[src/rtl/mesi_bus_pkg.sv]
// mesi_bus_pkg: shared types and constants for the snoopy bus and the per-cache MESI controllers
package mesi_bus_pkg;

    typedef enum logic [2:0] {
        ST_IDLE,
        ST_SNOOP,
        ST_WB,
        ST_MEM,
        ST_RESP
    } bus_state_t;

    typedef enum logic {
        BUS_RD  = 1'b0,
        BUS_RDX = 1'b1
    } bus_op_t;

    localparam logic [1:0] MESI_I = 2'b00;
    localparam logic [1:0] MESI_S = 2'b01;
    localparam logic [1:0] MESI_E = 2'b10;
    localparam logic [1:0] MESI_M = 2'b11;

endpackage

[src/rtl/rr_arbiter.sv]
// rr_arbiter: combinational round-robin arbiter, one-hot grant, search starts at ptr
module rr_arbiter #(
    parameter int N = 4
) (
    input  logic [N-1:0]         req,
    input  logic [$clog2(N)-1:0] ptr,
    output logic [N-1:0]         gnt
);
    localparam int PW = $clog2(N);

    logic [PW-1:0] idx;
    logic          found;

    // walk N slots from ptr with wrap-around and grant the first requester
    always_comb begin
        gnt   = '0;
        found = 1'b0;
        idx   = '0;
        for (int i = 0; i < N; i++) begin
            idx = PW'((int'(ptr) + i) % N);
            if (!found && req[idx]) begin
                gnt[idx] = 1'b1;
                found    = 1'b1;
            end
        end
    end

endmodule

[src/rtl/mesi_snoop_bus.sv]
// mesi_snoop_bus: snoopy-bus controller, arbitrates BusRd/BusRdX, broadcasts snoops, sources the line
module mesi_snoop_bus
    import mesi_bus_pkg::*;
#(
    parameter int N_CACHES = 4,
    parameter int MEM_LAT  = 4
) (
    input  logic                clk,
    input  logic                reset,
    input  logic [N_CACHES-1:0] req_rd,
    input  logic [N_CACHES-1:0] req_rdx,
    input  logic [N_CACHES-1:0] snoop_hit,
    input  logic [N_CACHES-1:0] flush_in,
    output logic [N_CACHES-1:0] grant,
    output logic [N_CACHES-1:0] bus_rd_seen,
    output logic [N_CACHES-1:0] bus_rdx_seen,
    output logic [N_CACHES-1:0] shared_line,
    output logic [N_CACHES-1:0] done,
    output logic                mem_rd,
    output logic                mem_wr,
    output logic                data_src,
    output logic                err
);
    localparam int            PW       = $clog2(N_CACHES);
    localparam int            CW       = (MEM_LAT > 1) ? $clog2(MEM_LAT) : 1;
    localparam logic [CW-1:0] CNT_LOAD = CW'(MEM_LAT - 1);

    bus_state_t          state, state_n;
    bus_op_t             op_r;
    logic [N_CACHES-1:0] grant_r, arb_gnt, others;
    logic [PW-1:0]       rr_ptr, win_r, win_n;
    logic [CW-1:0]       cnt;
    logic                shared_r, flushed_r, err_r, req_any;

    assign req_any = |(req_rd | req_rdx);
    assign others  = ~grant_r;

    rr_arbiter #(.N(N_CACHES)) u_arb (
        .req (req_rd | req_rdx),
        .ptr (rr_ptr),
        .gnt (arb_gnt)
    );

    // convert the one-hot arbiter result to the winner index used for the pointer update
    always_comb begin
        win_n = '0;
        for (int i = 0; i < N_CACHES; i++)
            if (arb_gnt[i]) win_n = PW'(i);
    end

    // state register
    always_ff @(posedge clk or posedge reset) begin
        if (reset) state <= ST_IDLE;
        else       state <= state_n;
    end

    // next-state: flush replies divert to write-back, otherwise wait out memory latency
    always_comb begin
        state_n = state;
        case (state)
            ST_IDLE:  state_n = req_any ? ST_SNOOP : ST_IDLE;
            ST_SNOOP: state_n = |(flush_in & others) ? ST_WB : ST_MEM;
            ST_WB:    state_n = ST_RESP;
            ST_MEM:   state_n = (cnt == '0) ? ST_RESP : ST_MEM;
            ST_RESP:  state_n = ST_IDLE;
            default:  state_n = ST_IDLE;
        endcase
    end

    // transaction registers: winner, op, snoop replies, latency counter, sticky error, rr pointer
    always_ff @(posedge clk or posedge reset) begin
        if (reset) begin
            grant_r   <= '0;
            op_r      <= BUS_RD;
            win_r     <= '0;
            rr_ptr    <= '0;
            cnt       <= '0;
            shared_r  <= 1'b0;
            flushed_r <= 1'b0;
            err_r     <= 1'b0;
        end else begin
            if (state == ST_IDLE && req_any) begin
                grant_r <= arb_gnt;
                win_r   <= win_n;
                op_r    <= (|(arb_gnt & req_rdx)) ? BUS_RDX : BUS_RD;
            end
            if (state == ST_SNOOP) begin
                shared_r  <= |(snoop_hit & others);
                flushed_r <= |(flush_in & others);
                cnt       <= CNT_LOAD;
                if ($countones(flush_in & others) > 1) err_r <= 1'b1;
            end
            if (state == ST_MEM && cnt != '0) cnt <= cnt - CW'(1);
            if (state == ST_RESP) begin
                grant_r <= '0;
                rr_ptr  <= (win_r == PW'(N_CACHES - 1)) ? '0 : win_r + PW'(1);
            end
        end
    end

    assign grant        = grant_r;
    assign bus_rd_seen  = (state == ST_SNOOP && op_r == BUS_RD)  ? others : '0;
    assign bus_rdx_seen = (state == ST_SNOOP && op_r == BUS_RDX) ? others : '0;
    assign done         = (state == ST_RESP) ? grant_r : '0;
    assign shared_line  = (state == ST_RESP && op_r == BUS_RD && shared_r) ? grant_r : '0;
    assign mem_rd       = (state == ST_MEM) && (cnt == CNT_LOAD);
    assign mem_wr       = (state == ST_WB);
    assign data_src     = flushed_r && (state == ST_WB || state == ST_RESP);
    assign err          = err_r;

endmodule

[config.mk]
export PLATFORM = sky130hd
export DESIGN_NAME = mesi_snoop_bus
export DESIGN_NICKNAME = d
export VERILOG_FILES = /design/src/rtl/mesi_bus_pkg.sv /design/src/rtl/rr_arbiter.sv /design/src/rtl/mesi_snoop_bus.sv
export SDC_FILE = /design/constraint.sdc
export NUM_CORES = 1
export LEC_CHECK = 0
export ABC_AREA = 1
export CAP_MARGIN = 20
export CELL_PAD_IN_SITES_DETAIL_PLACEMENT = 0
export CELL_PAD_IN_SITES_GLOBAL_PLACEMENT = 1
export CORE_UTILIZATION = 36
export CTS_BUF_LIST = sky130_fd_sc_hd__clkbuf_8
export DETAILED_ROUTE_END_ITERATION = 16
export PLACE_DENSITY_LB_ADDON = 0.25
export SLEW_MARGIN = 10
export SYNTH_ARGS = -nofsm -noshare
export SYNTH_HDL_FRONTEND = slang
export SYNTH_SLANG_ARGS = --single-unit
[constraint.sdc]
create_clock -name clk -period 4.06 [get_ports clk]
set_input_delay 0.812 -clock clk [delete_from_list [all_inputs] [get_ports clk]]
set_output_delay 0.812 -clock clk [all_outputs]
set_load 0.005 [all_outputs]
Word level (Yosys, flattened, before mapping)
Index checks and enable logic that the tools add are counted.
Operators by class
  $lt $le $gt $ge: 9
  $add $sub $neg: 8
  equality and inequality tests: 6
  multiplexer cells: 40
  reduce and logical (&&, ||, !) cells: 29
  bitwise gates (word level): 9
Operators by type and width (count)
  4-bit two-way mux: 10
  4-bit OR: 4
  4-bit OR reduction: 4
  1-bit logical AND: 15
  1-bit two-way mux: 15
  4-bit bitwise AND: 3
  2-bit by 3-bit < comparator with 1-bit output, second input constant: 4
  3-bit case mux with 4 select lines: 1
  2-bit two-way mux: 5
  1-bit binary-select mux with 2-bit select: 4
  1-bit demux with 2-bit select: 4
  2-bit by 1-bit greater-or-equal comparator with 1-bit output, second input constant: 4
  3-bit by 2-bit == test with 1-bit output, second input constant: 2
  2-bit nonzero test: 3
  1-bit by 1-bit adder with 2-bit output: 2
  2-bit by 1-bit adder with 2-bit output, second input constant: 2
  2-bit adder, second input constant: 2
  2-bit == test, second input constant: 2
  4-bit inverter: 1
  2-bit by 2-bit adder with 3-bit output: 1
  3-bit by 1-bit == test with 1-bit output, second input constant: 1
  3-bit == test, second input constant: 1
  3-bit by 1-bit > comparator with 1-bit output, second input constant: 1
  1-bit zero test: 3
  other kinds (7): 7
Storage, ports and cells
  register bits after elaboration: 17
  word-level logic and storage cells: 110
  input bits: 18
  output and inout port bits: 24

Longest topological paths before layout
Gate-level depths: netlist of run 1.
  word-level depth: 16
  depth in mapped cells: 13
  depth with buffers taken out: 13

Modules after synthesis
A second synthesis of run 1 with hierarchy kept.
Unflattened totals
  cell total of the unflattened synthesis: 217
  area total of the unflattened synthesis: 1458.9 um^2
By module, submodules not included
  mesi_snoop_bus: times used 1, seq. area each 425.4 um^2, area an instance 1059.8 um^2, cells an instance 144
  rr_arbiter: times used 1, seq. area each 0.0 um^2, area an instance 399.1 um^2, cells an instance 73

Least setup slack after synthesis of run 1
OpenSTA, ideal clock, no wires.
  path kind: register -> output
  start: register state[2]
  end: output port bus_rd_seen[0]
  stages on the path, launching flop included: 4
  buffers on the path: 0
  data arrival time: 1156 ps
  slack: 2092 ps
  path through: dfrtp_1 -> nor3_1 -> nand2_1 -> nor2_1
Between the ends
  word-level cells in the longest chain between the ends: 3
RTL lines
  start, declared: RTL line mesi_snoop_bus.sv:28  | bus_state_t state, state_n;
  start signal, assigned: RTL line mesi_snoop_bus.sv:54  | else state <= state_n;
  3-bit by 1-bit == test with 1-bit output: RTL line mesi_snoop_bus.sv:102  | assign bus_rd_seen = (state == ST_SNOOP && op_r == BUS_RD) ? others : '0;
  1-bit logical AND: RTL line mesi_snoop_bus.sv:102
  4-bit two-way mux: RTL line mesi_snoop_bus.sv:102
  end, declared: RTL line mesi_snoop_bus.sv:15  | output logic [N_CACHES-1:0] bus_rd_seen,
Every way passes these cells.

Final worst setup path of run 1
  start: register state[1]
  end: output port shared_line[0]
Between the ends
  word-level cells in the longest chain between the ends: 4
RTL lines
  3-bit == test: RTL line mesi_snoop_bus.sv:105  | assign shared_line = (state == ST_RESP && op_r == BUS_RD && shared_r) ? grant_r : '0;
  1-bit logical AND (2 in a row): RTL line mesi_snoop_bus.sv:105
  4-bit two-way mux: RTL line mesi_snoop_bus.sv:105
  end, declared: RTL line mesi_snoop_bus.sv:17  | output logic [N_CACHES-1:0] shared_line,
Every way passes these cells.

==> results of run 1 <==
==> kinds of logic (layout without fill, tap and decap cells) <==
kind of cell    after synthesis  in the layout  synth area share (%)
flops                        17             17                  31.3
simple gates                122            122                  42.6
compound gates               12             12                  5.33
fa+ha+maj                    13             13                  12.5
buf+inv                      27             73                  7.44
mux                           1              1                 0.827
==> worst max-delay path, delay by kind of cell (launching register included) <==
family / cells / cell delay [ns]
buffers and inverters: 2 / 0.69
flip-flops: 1 / 0.40
AND/OR/NAND/NOR: 4 / 0.62
==> state kept, by name, indices dropped and copies added, names as in the netlist <==
signal     cells
state          3
cnt            2
shared_r       1
grant          4
flushed_r      1
err            1
op_r           1
win_r          2
rr_ptr         2
==> power groups by stage <==
stage / sequential [µW] / combinational, µW / clock, µW
after detailed placement: 322 / 807 / 0
after CTS: 319 / 810 / 122
after global routing: 334 / 909 / 129
after global placement: 322 / 808 / 0
after floorplan: 303 / 539 / 0
final: 319 / 803 / 120
==> metal layers <==
layer  up-vias  GRT usage (%)  part of all wire [%]  wire, µm
met3         2           3.26                   3.7       122
met2        34           31.3                    48      1570
met4         0           3.69                  0.61        20
li1        701              -                     -         -
met5         -              0                     0         0
met1       599           22.7                    48      1580
==> worst min path at each step <==
stage	startpoint	endpoint	slack (ns)	depth (start not counted)
2_1_floorplan	err	err	0.46	2
3_3_place_gp	err	err	0.46	2
3_5_place_dp	err	err	0.47	2
4_1_cts	err	err	0.48	2
5_1_grt	err	err	0.50	2
6_report	err	err	0.47	2
==> area by class of cell <==
type,instances,area [µm²]
inverters,27,101
flip-flops and latches,17,425
clock buffers,3,41.3
multi-input cells,148,835
well taps,46,57.6
fillers,359,1590
clock inverters,1,3.75
repair buffers,42,418
==> per-stage QoR <==
stage	cells	cell area (µm²)	hold slack (ns)	setup WS [ns]	power, µW
3_3_place_gp	280	1840	0.457	1.53	1130
6_report	284	1880	0.474	1.30	1240
3_5_place_dp	280	1840	0.466	1.55	1130
4_1_cts	284	1880	0.481	1.28	1250
5_1_grt	284	1880	0.499	1.07	1370
2_1_floorplan	192	1360	0.457	2.09	842
==> Yosys cell counts, drive strengths merged <==
| cell | n |
|---|---|
| a22oi | 1 |
| dfrtp | 17 |
| fa | 1 |
| ha | 12 |
| inv | 27 |
| mux2 | 1 |
| nand2 | 56 |
| nand3 | 25 |
| nand3b | 1 |
| nand4 | 4 |
| nor2 | 35 |
| nor3 | 1 |
| o211ai | 1 |
| o21a | 2 |
| o21ai | 7 |
| o31ai | 1 |
==> impl_metrics.toml, run 1 <==
[die]
die_area_um2 = 4030
ios = 42
start_util_pct = 39.2
row_count = 21
core_um2 = 3470
die_w_um = 63.5
die-height_um = 63.5

[cts]
htreeDepth = 1
clk_pin_slew_ns = 0.06
clk_latency_ns = 0.24
clockRootBuffer = "clkbuf_8"
max-clock-path-buffers = 2
ctsHoldBuffers = 0
cts_buffers = 3
clock_sinks = 17
post_cts_buffers = 0
cts_resized = 0
cts_tree = "built"

[sta]
slew_headroom_pct = 57.3
tightest_slew_ns = 0.639
max_freq_mhz = 363
slew_violations = 0
final.min_clock_period_ns = 2.76
fin_tns_setup_ns = 0
fin_skew_ns = 0.00153
rsz0062_at_grt = "false"
period_share_pct = 67.9
finalHoldViolations = 0
setup_viol = 0

[min_path]
min_path_type = "reg2reg"

[setup_path]
rrSetupSlack_ns = 1.89
crit_start = "state[1]"
path_class = "reg2out"
rr_worst_depth = 12
critPathMostFrequentCell = "nor2_1"
timing.rr.start = "rr_ptr[0]"
worstPathRequired_ns = 3.25
slowest_stage = "clkdlybuf4s50_1"
worstPathMaxFanout = 8
critPathCapture = "shared_line[0]"
path_cells = "nor2_1 -> nand2_1 -> inv_1 -> nand3_1 -> nor2_1 -> clkdlybuf4s50_1"
reg2reg_to = "op_r"
crit_arrival_ns = 1.94
crit_path_end_kind = "primary output"
start_kind = "flop"
max_stage_delay_ns = 0.50

[route]
avgRoutedWirePerCell_um = 11.6
routed_wl_um = 3290
dr.pass1.iters = 4
ant_nets = 0
via_per_inst = 4.70
drt-initial-drc-count = 39
num_vias = 1336
drc = 0

[pwr]
sequentialPowerShare_pct = 25.7
pwr-share-comb_pct = 64.7
leakage_uw = 0.000949
vdd_ir_drop_max_mv = 0.422
power_switching_uw = 596
clockPowerShare_pct = 9.7
power.density_cell_area_nw_per_um2 = 660
swShare_pct = 48.0
internal_power_uw = 646

[placement]
port_buffers = 41
hpwlAfterDp_um = 2690
gp_congestion = 0.895

[finish]
utilization_pct = 54.3
layout_common_cells = "nand2_1, clkdlybuf4s50_1, nor2_1, inv_1, nand3_1"
area_delta_synth_final_pct = 38.2
n_antenna_cell = 0
drive_above_1_share_pct = 8.82
final_common_cell = "nand2_1"
nets = 270

[synthesis]
synth.top_cell.area_share_pct = 31.3
avgSynthCellArea_um2 = 7.09
synthTopCellsByArea = "dfrtp_1, nand2_1, ha_1, nor2_1, nand3_1"
synth.distinct_cells = 23
syn-cell-area_um2 = 1360
yosysTopAreaCell = "dfrtp_1"
yosysSeqAreaShare_pct = 31.3
syn_inst = 192
synthesis.nets = 223
ys_ff_latch = 17
synth_warnings = 0

[grt]
grt_pass1_wl_um = 5740
grt_pass1_vias = 1277
grt_remaining_overflow = 0
antenna_found_initial = 0
grt_max_degree = 18
track_usage_pct = 17.9

[outcome]
status = "completed"

[flow_run]
maxCapViolCount = 0
Note: power is estimated with default switching activity, not from simulation.
==> run 2: changes to the inputs <==
Settings changed: CORE_UTILIZATION 36 to 30.
Clock period 4.06 ns to 2.44 ns, I/O delays scaled along.
==> impl_metrics.toml, run 2 (synthesized netlist as in run 1, its figures left out) <==
[die]
die_area_um2 = 4810
ios = 42
die_w_um = 69.4
row_count = 24
die-height_um = 69.4
core_um2 = 4350
start_util_pct = 31.3

[setup_path]
critical_path_buf_inv_count = 3
path_class = "reg2out"
crit_arrival_ns = 1.77
slowest_stage = "clkdlybuf4s50_1"
worstPathMaxFanout = 7
path_cells = "inv_1 -> nor3_2 -> buf_4 -> nand2_1 -> nor2_1 -> clkdlybuf4s50_1"
max_stage_delay_ns = 0.52
crit_family = "buffers and inverters"
start_kind = "flop"
crit_path_end_kind = "primary output"
worstPathRequired_ns = 1.95

[finish]
layout_common_cells = "nand2_1, clkdlybuf4s50_1, nor2_1, inv_1, nand3_1"
fill_cells = 443
area_delta_synth_final_pct = 41.1
n_antenna_cell = 0
largest_register_ffs = 4
final_common_cell = "nand2_1"
finalNonFillerCells = 293
drive_above_1_share_pct = 10.8
nets = 273

[grt]
antenna_found_initial = 0
grt_pass1_vias = 1359
grt_remaining_overflow = 0
track_usage_pct = 15.4
grt_pass1_wl_um = 6000
grt_max_degree = 18

[outcome]
status = "completed"

[sta]
setup_ws_ns = 0.183
finalHoldViolations = 0
max_freq_mhz = 443
final.min_clock_period_ns = 2.26
setup_viol = 0
fin_tns_setup_ns = 0
rsz0062_at_grt = "false"
tightest_slew_ns = 0.655
period_share_pct = 92.5
slew_headroom_pct = 56.3
fin_skew_ns = 0.00857
slew_violations = 0

[route]
dr.pass1.iters = 4
drt-initial-drc-count = 47
routed_wl_um = 3510
via_per_inst = 4.66
avgRoutedWirePerCell_um = 12.0
ant_nets = 0
drc = 0
num_vias = 1365

[cts]
ctsHoldBuffers = 0
max-clock-path-buffers = 2
clk_pin_slew_ns = 0.08
htreeDepth = 1
clk_latency_ns = 0.26
cts_resized = 0
clockRootBuffer = "clkbuf_8"
clock_sinks = 17
post_cts_buffers = 0
cts_tree = "built"
cts_buffers = 3

[placement]
hpwlAfterDp_um = 2810
gp_congestion = 0.899
pre_cts_ws_ns = 0.259
port_buffers = 41
dp_cells = 289

[flow_run]
maxCapViolCount = 0

[pwr]
power.density_cell_area_nw_per_um2 = 1110
vdd_ir_drop_max_mv = 0.516
leakage_uw = 0.000959

[min_path]
min_path_type = "reg2reg"
-- run 2: changes by cell type in the layout (fill, tap and decap cells not counted), sizes merged --
cell	change
buf	+3
clkinvlp	+1
inv	-1
-- run 2: per-stage QoR --
stage	hold slack, ns	total power, µW	utilization (%)	instance area [µm²]
6_report	0.476	2140	44.1	1920
5_1_grt	0.518	2360	44.1	1920
4_1_cts	0.482	2150	44.0	1920
3_5_place_dp	0.456	1920	42.9	1870
3_3_place_gp	0.449	1930	42.9	1870
2_1_floorplan	0.414	1400	-	1360
-- run 2: path summary, 6_finish.rpt --
check	end	depth (start not counted)	slack, ns	startpoint
min in group asynchronous	cnt[0]	2	0.61	reset
worst min-delay path	err	2	0.48	err
max in group asynchronous	grant[0]	2	1.40	reset
worst max register to register	op_r	13	0.45	rr_ptr[1]
worst max-delay path	bus_rd_seen[0]	6	0.18	state[0]
worst min register to register	err	2	0.48	err
-- run 2: layout make-up --
class	count	area [µm²]	share of cell area, %
tap	52	65.1	3.39
clock inverter	1	7.51	0.391
multi-input combinational	148	840	43.7
inverter	27	101	5.28
clock buffer	3	41.3	2.15
timing repair buffer	45	440	22.9
sequential	17	425	22.1
-- run 2: worst reg2reg max path, delay by kind of cell, from the launching register on --
family,cells,cell delay [ns]
buffers and inverters,3,0.23
flip-flops,1,0.50
AND/OR/NAND/NOR,9,0.81
adder cells (fa/ha/maj),1,0.34
-- run 2: report_power, final --
part	total, µW	internal (µW)	switching [µW]
logic	1410	592	815
registers	509	402	107
clock network	223	115	108
total	2140	1110	1030
-- run 2: layer usage --
| layer | wire length, µm | part of all wire [%] | global-route usage (%) | vias up |
|---|---|---|---|---|
| met2 | 1670 | 48 | 26.3 | 25 |
| met3 | 118 | 3.4 | 3.05 | 2 |
| met1 | 1700 | 49 | 20.1 | 630 |
| li1 | - | - | - | 708 |
| met4 | 17 | 0.48 | 3.40 | 0 |
| met5 | 0 | 0 | 0 | - |
